`config.mk`:
```
export PLATFORM = sky130hd
export DESIGN_NAME = proc_run_controller
export DESIGN_NICKNAME = d
export VERILOG_FILES = /design/src/rtl/proc_sim_pkg.sv /design/src/rtl/trace_fifo.sv /design/src/rtl/proc_run_controller.sv
export SDC_FILE = /design/constraint.sdc
export NUM_CORES = 1
export LEC_CHECK = 0
export CAP_MARGIN = 25
export CORE_ASPECT_RATIO = 2
export CORE_MARGIN = 10
export CORE_UTILIZATION = 64
export DETAILED_ROUTE_END_ITERATION = 10
export GPL_TIMING_DRIVEN = 0
export PLACE_DENSITY = 0.95
export SLEW_MARGIN = 10
export SYNTH_ARGS = -nofsm -noshare
export SYNTH_HDL_FRONTEND = slang
export SYNTH_SLANG_ARGS = --single-unit
```
`constraint.sdc`:
```
create_clock -name Clk -period 6 [get_ports Clk]
set_input_delay 0.9 -clock Clk [delete_from_list [all_inputs] [get_ports Clk]]
set_output_delay 0.9 -clock Clk [all_outputs]
set_load 0.02 [all_outputs]
```
`src/rtl/proc_sim_pkg.sv`:
```
// Shared definitions for the processor run controller: default parameter
// values, the run-state encoding and a saturating counter helper.
package proc_sim_pkg;

  localparam int unsigned DEF_DATA_WIDTH  = 32;
  localparam int unsigned DEF_RST_CYCLES  = 2;
  localparam int unsigned DEF_MAX_CYCLES  = 1024;
  localparam int unsigned DEF_HALT_REPEAT = 4;
  localparam int unsigned DEF_TRACE_DEPTH = 16;

  typedef enum logic [1:0] {
    ST_IDLE = 2'd0,
    ST_HOLD = 2'd1,
    ST_RUN  = 2'd2,
    ST_DONE = 2'd3
  } run_state_e;

  // Increment that sticks at all-ones instead of wrapping to zero.
  function automatic logic [31:0] sat_inc32(input logic [31:0] v);
    return (v == 32'hFFFF_FFFF) ? v : v + 32'd1;
  endfunction

endpackage

```
`src/rtl/trace_fifo.sv`:
```
// Trace buffer for processor writebacks: a circular FIFO with a sticky
// overflow flag. The head entry is presented combinationally on rdata_o.
module trace_fifo #(
  parameter int unsigned DATA_WIDTH  = 32,
  parameter int unsigned TRACE_DEPTH = 16
) (
  input  logic                  clk_i,
  input  logic                  rst_i,
  input  logic                  push_i,
  input  logic                  pop_i,
  input  logic                  clr_ovf_i,
  input  logic [DATA_WIDTH-1:0] wdata_i,
  output logic [DATA_WIDTH-1:0] rdata_o,
  output logic                  empty_o,
  output logic                  full_o,
  output logic                  overflow_o
);

  // Depth must be a power of two (>= 2) so the pointers wrap for free.
  localparam int unsigned AW = $clog2(TRACE_DEPTH);
  localparam logic [AW:0] FULL_CNT = (AW + 1)'(TRACE_DEPTH);

  logic [DATA_WIDTH-1:0] mem_q [TRACE_DEPTH];
  logic [AW-1:0]         wr_ptr_q;
  logic [AW-1:0]         rd_ptr_q;
  logic [AW:0]           count_q;
  logic                  ovf_q;

  logic do_pop;
  logic do_push;

  assign empty_o    = (count_q == '0);
  assign full_o     = (count_q == FULL_CNT);
  assign overflow_o = ovf_q;

  // A pop frees a slot in the same cycle, so a full FIFO still accepts a
  // push when it is popped at the same time.
  assign do_pop  = pop_i && !empty_o;
  assign do_push = push_i && (!full_o || do_pop);

  // Head entry; forced to zero when empty so reset shows a clean value.
  assign rdata_o = empty_o ? '0 : mem_q[rd_ptr_q];

  // Entry storage.
  // NOTE: storage is not reset; the empty flag gates rdata_o so stale contents never show.
  always_ff @(posedge clk_i) begin
    if (do_push) begin
      mem_q[wr_ptr_q] <= wdata_i;
    end
  end

  // Pointers, occupancy and the sticky overflow flag.
  always_ff @(posedge clk_i) begin
    if (rst_i) begin
      wr_ptr_q <= '0;
      rd_ptr_q <= '0;
      count_q  <= '0;
      ovf_q    <= 1'b0;
    end else begin
      if (do_push) begin
        wr_ptr_q <= wr_ptr_q + AW'(1);
      end
      if (do_pop) begin
        rd_ptr_q <= rd_ptr_q + AW'(1);
      end
      case ({do_push, do_pop})
        2'b10:   count_q <= count_q + (AW + 1)'(1);
        2'b01:   count_q <= count_q - (AW + 1)'(1);
        default: count_q <= count_q;
      endcase
      if (clr_ovf_i) begin
        ovf_q <= 1'b0;
      end else if (push_i && !do_push) begin
        ovf_q <= 1'b1;
      end
    end
  end

endmodule

```
`src/rtl/proc_run_controller.sv`:
```
// Run controller for a processor under test: holds the core in reset for a
// fixed number of cycles, lets it run, stops on halt (PC stuck) or timeout,
// and records writeback values in a trace FIFO.
module proc_run_controller
  import proc_sim_pkg::*;
#(
  parameter int unsigned DATA_WIDTH  = DEF_DATA_WIDTH,
  parameter int unsigned RST_CYCLES  = DEF_RST_CYCLES,
  parameter int unsigned MAX_CYCLES  = DEF_MAX_CYCLES,
  parameter int unsigned HALT_REPEAT = DEF_HALT_REPEAT,
  parameter int unsigned TRACE_DEPTH = DEF_TRACE_DEPTH
) (
  input  logic                  Clk,
  input  logic                  Rst,
  input  logic                  Start,
  input  logic [DATA_WIDTH-1:0] PCInstruction,
  input  logic [DATA_WIDTH-1:0] WriteData,
  input  logic                  WriteValid,
  input  logic                  TraceRdEn,
  output logic                  CoreRst,
  output logic                  Running,
  output logic                  Done,
  output logic                  Halted,
  output logic                  TimedOut,
  output logic [31:0]           CycleCount,
  output logic [DATA_WIDTH-1:0] TraceData,
  output logic                  TraceEmpty,
  output logic                  TraceFull,
  output logic                  TraceOverflow
);

  run_state_e            state_q;
  logic [7:0]            hold_q;
  logic [31:0]           cycle_q;
  logic [DATA_WIDTH-1:0] pc_prev_q;
  logic                  prev_valid_q;
  logic [7:0]            rep_q;
  logic                  core_rst_q;
  logic                  running_q;
  logic                  done_q;
  logic                  halted_q;
  logic                  timedout_q;

  logic [31:0] cycle_inc;
  logic [7:0]  rep_d;
  logic        halt_hit;
  logic        timeout_hit;
  logic        accept_start;

  // Halt/timeout detection for the current RUN cycle. The first RUN cycle
  // has no previous PC of the run, so it never counts as a repeat.
  // NOTE: every signal gets a default first so no latch is inferred.
  always_comb begin
    cycle_inc = sat_inc32(cycle_q);
    rep_d     = '0;
    if (prev_valid_q && (PCInstruction == pc_prev_q)) begin
      rep_d = rep_q + 8'd1;
    end
    halt_hit     = (rep_d >= 8'(HALT_REPEAT));
    timeout_hit  = (cycle_inc >= 32'(MAX_CYCLES));
    accept_start = Start && ((state_q == ST_IDLE) || (state_q == ST_DONE));
  end

  // Run-control FSM with registered status outputs.
  // NOTE: sequential state uses non-blocking assignments so every register sees pre-edge values.
  always_ff @(posedge Clk) begin
    if (Rst) begin
      state_q      <= ST_IDLE;
      hold_q       <= '0;
      cycle_q      <= '0;
      pc_prev_q    <= '0;
      prev_valid_q <= 1'b0;
      rep_q        <= '0;
      core_rst_q   <= 1'b1;
      running_q    <= 1'b0;
      done_q       <= 1'b0;
      halted_q     <= 1'b0;
      timedout_q   <= 1'b0;
    end else begin
      case (state_q)
        ST_IDLE, ST_DONE: begin
          if (accept_start) begin
            state_q    <= ST_HOLD;
            hold_q     <= 8'(RST_CYCLES);
            cycle_q    <= '0;
            core_rst_q <= 1'b1;
            running_q  <= 1'b0;
            done_q     <= 1'b0;
            halted_q   <= 1'b0;
            timedout_q <= 1'b0;
          end
        end
        ST_HOLD: begin
          if (hold_q <= 8'd1) begin
            state_q      <= ST_RUN;
            core_rst_q   <= 1'b0;
            running_q    <= 1'b1;
            prev_valid_q <= 1'b0;
            rep_q        <= '0;
          end else begin
            hold_q <= hold_q - 8'd1;
          end
        end
        ST_RUN: begin
          cycle_q      <= cycle_inc;
          pc_prev_q    <= PCInstruction;
          prev_valid_q <= 1'b1;
          rep_q        <= rep_d;
          if (halt_hit || timeout_hit) begin
            state_q    <= ST_DONE;
            core_rst_q <= 1'b1;
            running_q  <= 1'b0;
            done_q     <= 1'b1;
            halted_q   <= halt_hit;
            timedout_q <= timeout_hit;
          end
        end
        default: state_q <= ST_IDLE;
      endcase
    end
  end

  assign CoreRst    = core_rst_q;
  assign Running    = running_q;
  assign Done       = done_q;
  assign Halted     = halted_q;
  assign TimedOut   = timedout_q;
  assign CycleCount = cycle_q;

  trace_fifo #(
    .DATA_WIDTH (DATA_WIDTH),
    .TRACE_DEPTH(TRACE_DEPTH)
  ) u_trace_fifo (
    .clk_i     (Clk),
    .rst_i     (Rst),
    .push_i    ((state_q == ST_RUN) && WriteValid),
    .pop_i     (TraceRdEn),
    .clr_ovf_i (accept_start),
    .wdata_i   (WriteData),
    .rdata_o   (TraceData),
    .empty_o   (TraceEmpty),
    .full_o    (TraceFull),
    .overflow_o(TraceOverflow)
  );

endmodule

```
==> results.py <==
metrics = {
    "clock_network": {
        "post_cts_buffers": 0,
        "clock_sinks": 618,
        "clockBufferDepth": 3,
        "cts-buffers-inserted": 50,
        "root_buffer": "clkbuf_16",
        "cts_hold_buf": 0,
        "htree_levels": 2,
        "clk_pin_slew_ns": 0.07,
        "clk_latency_ns": 0.61,
        "ctsResizeCount": 0,
        "cts_tree": "done",
    },
    "worst_setup_path": {
        "worstSetupPathType": "reg -> out",
        "crit_arrival_ns": 4.04,
        "cp-start-kind": "register",
        "crit_path_max_fanout": 10,
        "end_kind": "primary output",
        "path_common_cell": "mux4_2",
        "critPathSlowestCell": "buf_1",
        "required_ns": 5.10,
        "cp_top_family": "buffers and inverters",
        "critPathBufInv": 4,
        "crit_path_cell_trace": "clkbuf_1 > buf_1 > buf_6 > mux4_2 > mux4_2 > and2_1 > clkdlybuf4s50_1",
        "cpPeakStageDelay_ns": 0.60,
    },
    "synthesis": {
        "synthAdderAreaFrac_pct": 0.817,
        "synth_cells": 1489,
        "synth_compound_area_share_pct": 3.64,
        "yosysUniqueCellTypes": 65,
        "seq_area_frac_synth_pct": 68.8,
        "muxShareOfSynthArea_pct": 15.9,
        "synth_nets": 1574,
        "synthArstFlopShare_pct": 0,
        "syn_avg_cell_area_um2": 17.1,
        "synthSimpleGateAreaFrac_pct": 7.45,
        "synth_edf_count": 512,
        "yosys_warnings": 0,
        "synth_xor_area_share_pct": 1.93,
        "ys_seq_elements": 618,
        "synth_top_family_by_area": "multiplexers",
        "synth-main-ff-cell": "edfxtp_1",
        "syn_area_um2": 25400,
    },
    "floorplan": {
        "core_area_um2": 39400,
        "die-width_um": 161,
        "initial_core_util_pct": 64.5,
        "die_area_um2": 48600,
        "io_pins": 141,
        "rows": 103,
        "fp.dieH_um": 302,
    },
    "drt": {
        "wirelength_um": 74100,
        "drcViolationCount": 0,
        "vias_per_cell": 6.91,
        "drtPass1Iterations": 6,
        "ant_nets": 0,
        "vias": 15800,
        "wl_per_cell_um": 32.4,
        "first_iter_violations": 1740,
    },
    "finish": {
        "area_growth_pct": 17.4,
        "final_cells": 2291,
        "postLayoutCoreUtil_pct": 75.7,
        "final_nets": 1810,
        "drive_gt1_share_pct": 18.5,
    },
    "timing": {
        "worst_pin_slew_ns": 1.04,
        "slew_viol_final": 0,
        "clock.fmax_mhz": 203,
        "setup_viol": 0,
        "min_period_over_period_pct": 82.3,
        "report.final.hold_viol_count": 0,
        "fin_hold_ws_ns": 0.498,
        "fin_ws_ns": 1.06,
        "rsz0062_at_grt": "no",
        "finalCriticalPeriod_ns": 4.94,
        "skew_ns": 0.0216,
        "relSlewSlack_pct": 30.5,
    },
    "min_path": {
        "hp-class": "reg -> reg",
    },
    "status": {
        "status": "finished clean",
    },
    "power_and_ir_drop": {
        "peakVddDrop_mv": 0.387,
        "power_density_nw_per_um2": 362,
        "p_leak_uw": 0.00939,
    },
    "place": {
        "dp_slack_ns": 1.21,
        "gp_congestion": 0.946,
        "hpwl_um": 46200,
        "placed_cells": 2180,
        "portBuffers": 139,
    },
    "global_route": {
        "antenna_found_initial": 2,
        "overflow": 0,
        "grt_pass1_vias": 16400,
        "grt_pass1_wl_um": 108000,
        "grt_usage_pct": 30.3,
        "grt_start_max_net_pins": 22,
    },
    "flow_run": {
        "maxCapViolCount": 0,
    },
}
[layout make-up]
class | count | area, um2
Multi-Input combinational cell | 777 | 7660
Sequential cell | 618 | 17500
Clock inverter | 33 | 349
Clock buffer | 58 | 1320
Timing Repair Buffer | 184 | 1980
Buffer | 78 | 314
Tap cell | 525 | 657
Antenna cell | 2 | 5.00
Fill cell | 2143 | 9590
Inverter | 16 | 60.1
[where the power goes]
part	total [uW]	switching [uW]	internal [uW]
sequential	4840	85.3	4750
clock	3430	1580	1850
combinational	2540	1480	1060
total	10800	3150	7670
[state kept, by name, indices dropped and copies added (netlist names), named ones only]
name and count:
u_trace_fifo.rd_ptr_q 4, CoreRst 1, u_trace_fifo.mem_q 512, TimedOut 1
state_q 2, pc_prev_q 32, CycleCount 32, Running 1
Halted 1, u_trace_fifo.count_q 5, prev_valid_q 1, u_trace_fifo.wr_ptr_q 4
hold_q 8, u_trace_fifo.overflow_o 1, Done 1, rep_q 8
[cell families (layout without fill, tap and decap cells)]
group	after synthesis	after routing
buffers and inverters	94	369
xor gates and xnor gates	56	56
and+or+nand+nor	364	364
adders and majority gates	16	16
AOI/OAI and AO/OA	138	138
DFF	618	618
other	0	2
muxes	203	203
[metrics by stage]
stage / instance area, um2 / total power (uW) / setup TNS (ns)
floorplan: 25400 / 6380 / 0
global placement: 27500 / 7220 / -140.64
detailed placement: 28000 / 7350 / 0
CTS: 29600 / 10800 / 0
global route: 29800 / 11100 / 0
finish: 29800 / 10800 / 0
[synth_stat cells, types with 10 or more instances]
library cell	number	area (um2)
a211oi_1	13	97.6
a21oi_1	43	215
a311oi_1	13	114
and2_1	38	238
buf_1	20	75.1
clkbuf_1	50	188
dfxtp_1	106	2120
edfxtp_1	512	15400
ha_1	15	188
inv_1	16	60.1
mux2i_1	41	410
mux4_2	160	3600
nand2_1	50	188
nand3_1	24	120
nand4_1	22	138
nor2_1	122	458
nor3_1	23	115
nor4_1	20	125
o21ai_0	27	135
or3_1	10	62.6
xnor2_1	16	140
xor2_1	40	350
[layout by cell type, fill, tap and decap left out, types with 6 or more instances in the layout]
master             n
clkbuf_1          54
clkinv_2           7
edfxtp_1         512
nand4_1           22
a21oi_1           43
clkdlybuf4s50_1  139
xnor2_1           16
and3_1             8
a211oi_1          13
dfxtp_1          106
a22oi_1            8
a21o_1             6
bufinv_16          6
or3_1             10
a311oi_1          13
a31oi_1            6
clkbuf_16         50
clkinv_1          10
o21ai_0           27
buf_12            12
buf_8              8
buf_4             12
nor3_1            19
buf_1             20
mux2i_1           41
buf_6             14
xor2_1            40
and2_1            38
inv_1             17
nor2_1           110
mux4_2           160
nand2b_1           8
nand3_1           24
nand2_1           50
ha_1              15
nor2_4            12
nor4_1            20
[path summary, 6_finish.rpt]
path,depth (start not counted),from,slack [ns],end
setup / recovery,7,register,1.06,TraceData[31]
hold / removal,1,CoreRst$_SDFFE_PP1P_,0.50,CoreRst$_SDFFE_PP1P_
setup reg to reg,9,state_q[0]$_SDFFE_PP0P_,2.18,u_trace_fifo.mem_q[3][6]$_DFFE_PP_
hold reg to reg,1,CoreRst$_SDFFE_PP1P_,0.50,CoreRst$_SDFFE_PP1P_
[layer usage]
layer	global-route usage (%)	vias up	share of wire [%]
li1	-	6402	-
met1	32.9	7997	32
met2	54.4	1156	54
met3	4.91	269	7.9
met4	18.2	0	6.4
met5	0	-	0
(Power assumes the default switching activity.)
==> edit: new RTL, same settings <==
The 4 states of `run_state_e` get a one-hot encoding in 4 bits.
--- a/src/rtl/proc_sim_pkg.sv
+++ b/src/rtl/proc_sim_pkg.sv
@@ -8,11 +8,11 @@
   localparam int unsigned DEF_HALT_REPEAT = 4;
   localparam int unsigned DEF_TRACE_DEPTH = 16;
 
-  typedef enum logic [1:0] {
-    ST_IDLE = 2'd0,
-    ST_HOLD = 2'd1,
-    ST_RUN  = 2'd2,
-    ST_DONE = 2'd3
+  typedef enum logic [3:0] {
+    ST_IDLE = 4'b0001,
+    ST_HOLD = 4'b0010,
+    ST_RUN  = 4'b0100,
+    ST_DONE = 4'b1000
   } run_state_e;
 
   // Increment that sticks at all-ones instead of wrapping to zero.
Function: same outputs for any inputs over 4 cycles, from zero or initial values and one cycle with Rst high; so few cycles prove little.
==> edit against the unedited design <==
- core utilization grew 0.079 points
- sequential cell count up 2
- worst setup slack got worse by 0.013 ns
- synthesized area shrank 0.50%
- critical path depth is the same
- clock skew decreased by 0.0019 ns
- wire length is 2.4% lower
- global-route usage down 0.77 points
- hold slack worse by 0.029 ns
- final area down 0.22%
- sequential share of layout area grew 0.26 points
- critical path type unchanged
Power is not compared: it rests on default switching activity, and its combinational part moved more than twofold at a synthesized area within 25%.
==> edit: results (changes against the unedited design) <==
yosys-top-cells-area: "edfxtp_1, mux4_2, dfxtp_1"
nNetsFinal: 1830  # +1.1%
grt_max_degree: 20  # -9.1%
worstPathArrival_ns: 4.05  # about the same
synth_area_per_cell_sq_um: 16.7  # -2.1%
status: "finished clean"
drive_above_1_share_pct: 18.2  # -0.26 points
grt_pass1_vias: 15992  # -2.7%
nFillCells: 2089  # -2.5%
use_met2_pct: 53.1  # -1.3 points
numCtsBuffers: 49  # -2.0%
wl_met3_mm: 6.51  # +11%
whs_ns: 0.468  # -0.0291 ns
wl_met2_mm: 39.0  # -2.0%
placed_cell_area_sq_um: 27900  # -0.16%
hold_start: "Done"
yosys_warnings: 0  # unchanged
clock_skew_ns: 0.0197  # -0.00186 ns
hold_path_depth: 2  # +1
antenna_found_initial: 1  # -1
grt_pass1_wl_mm: 105  # -2.9%
worstPathMaxFanout: 10  # unchanged
grt_usage_pct: 29.5  # -0.77 points
ir_worst_vdd_mv: 0.456
wl_met1_mm: 22.6  # -4.7%
rrSetupSlack_ns: 1.97  # -0.21 ns
synthTopCellsByCount: "edfxtp_1, mux4_2, nand2_1"
finalPower_mw: 8.33
timing.rr.end: "u_trace_fifo.mem_q[3][5]"
met1_usage_pct: 32.2  # -0.75 points
timing.rr.start: "state_q[2]"
syn_to_final_growth_pct: 17.7
dp_hpwl_mm: 45.4  # -1.6%
grt_use_met3_pct: 4.88  # -0.040 points
viasPerCell: 6.80  # -1.6%
slowest_stage: "clkdlybuf4s50_1"
firstDrtPassIters: 7  # +1
crit_end: "TraceData[2]"
p_seq_mw: 4.66
p_leak_nw: 9.07
gp_congestion: 0.938  # -0.80%
placedCellCount: 2206  # +1.2%
stdcell_count: 2309  # +0.79%
syn-num-nets: 1597  # +1.5%
dp_slack_ns: 1.49  # +0.284 ns
worst_hold_path.endpoint: "Done"
reg2reg_depth: 8  # -1
fmax_mhz: 202  # -0.27%
worst_slew_pin_slew_ns: 1.08  # +0.0429 ns
drt_iter0_drc: 1694  # -2.6%
-- edit: cell count changes after synthesis, sizes merged, moves of 22 or more --
cell and change:
a21oi +35, and2 -33, mux2i -35, nand2 +63, nor2 -31, nor2b +35, xnor2 +24, xor2 -22
-- edit: area by class of cell --
class                   instances  share of cell area, %
well taps                     525                   2.21
plain buffers                  87                   1.15
multi-input cells             790                   25.1
flip-flops and latches        620                   58.9
inverters                      17                  0.214
repair buffers                182                   6.88
clock buffers                  54                   4.18
clock inverters                34                   1.43
-- edit: kinds of logic (layout without fill, tap and decap cells) --
logic type | after synthesis | in the layout | share of synthesized area [%]
compound gates | 163 | 163 | 3.95
buf+inv | 104 | 374 | 1.60
simple gates | 386 | 386 | 7.78
xor+xnor | 58 | 58 | 2.01
fa+ha+maj | 14 | 14 | 0.722
mux | 169 | 169 | 14.6
flops | 620 | 620 | 69.3
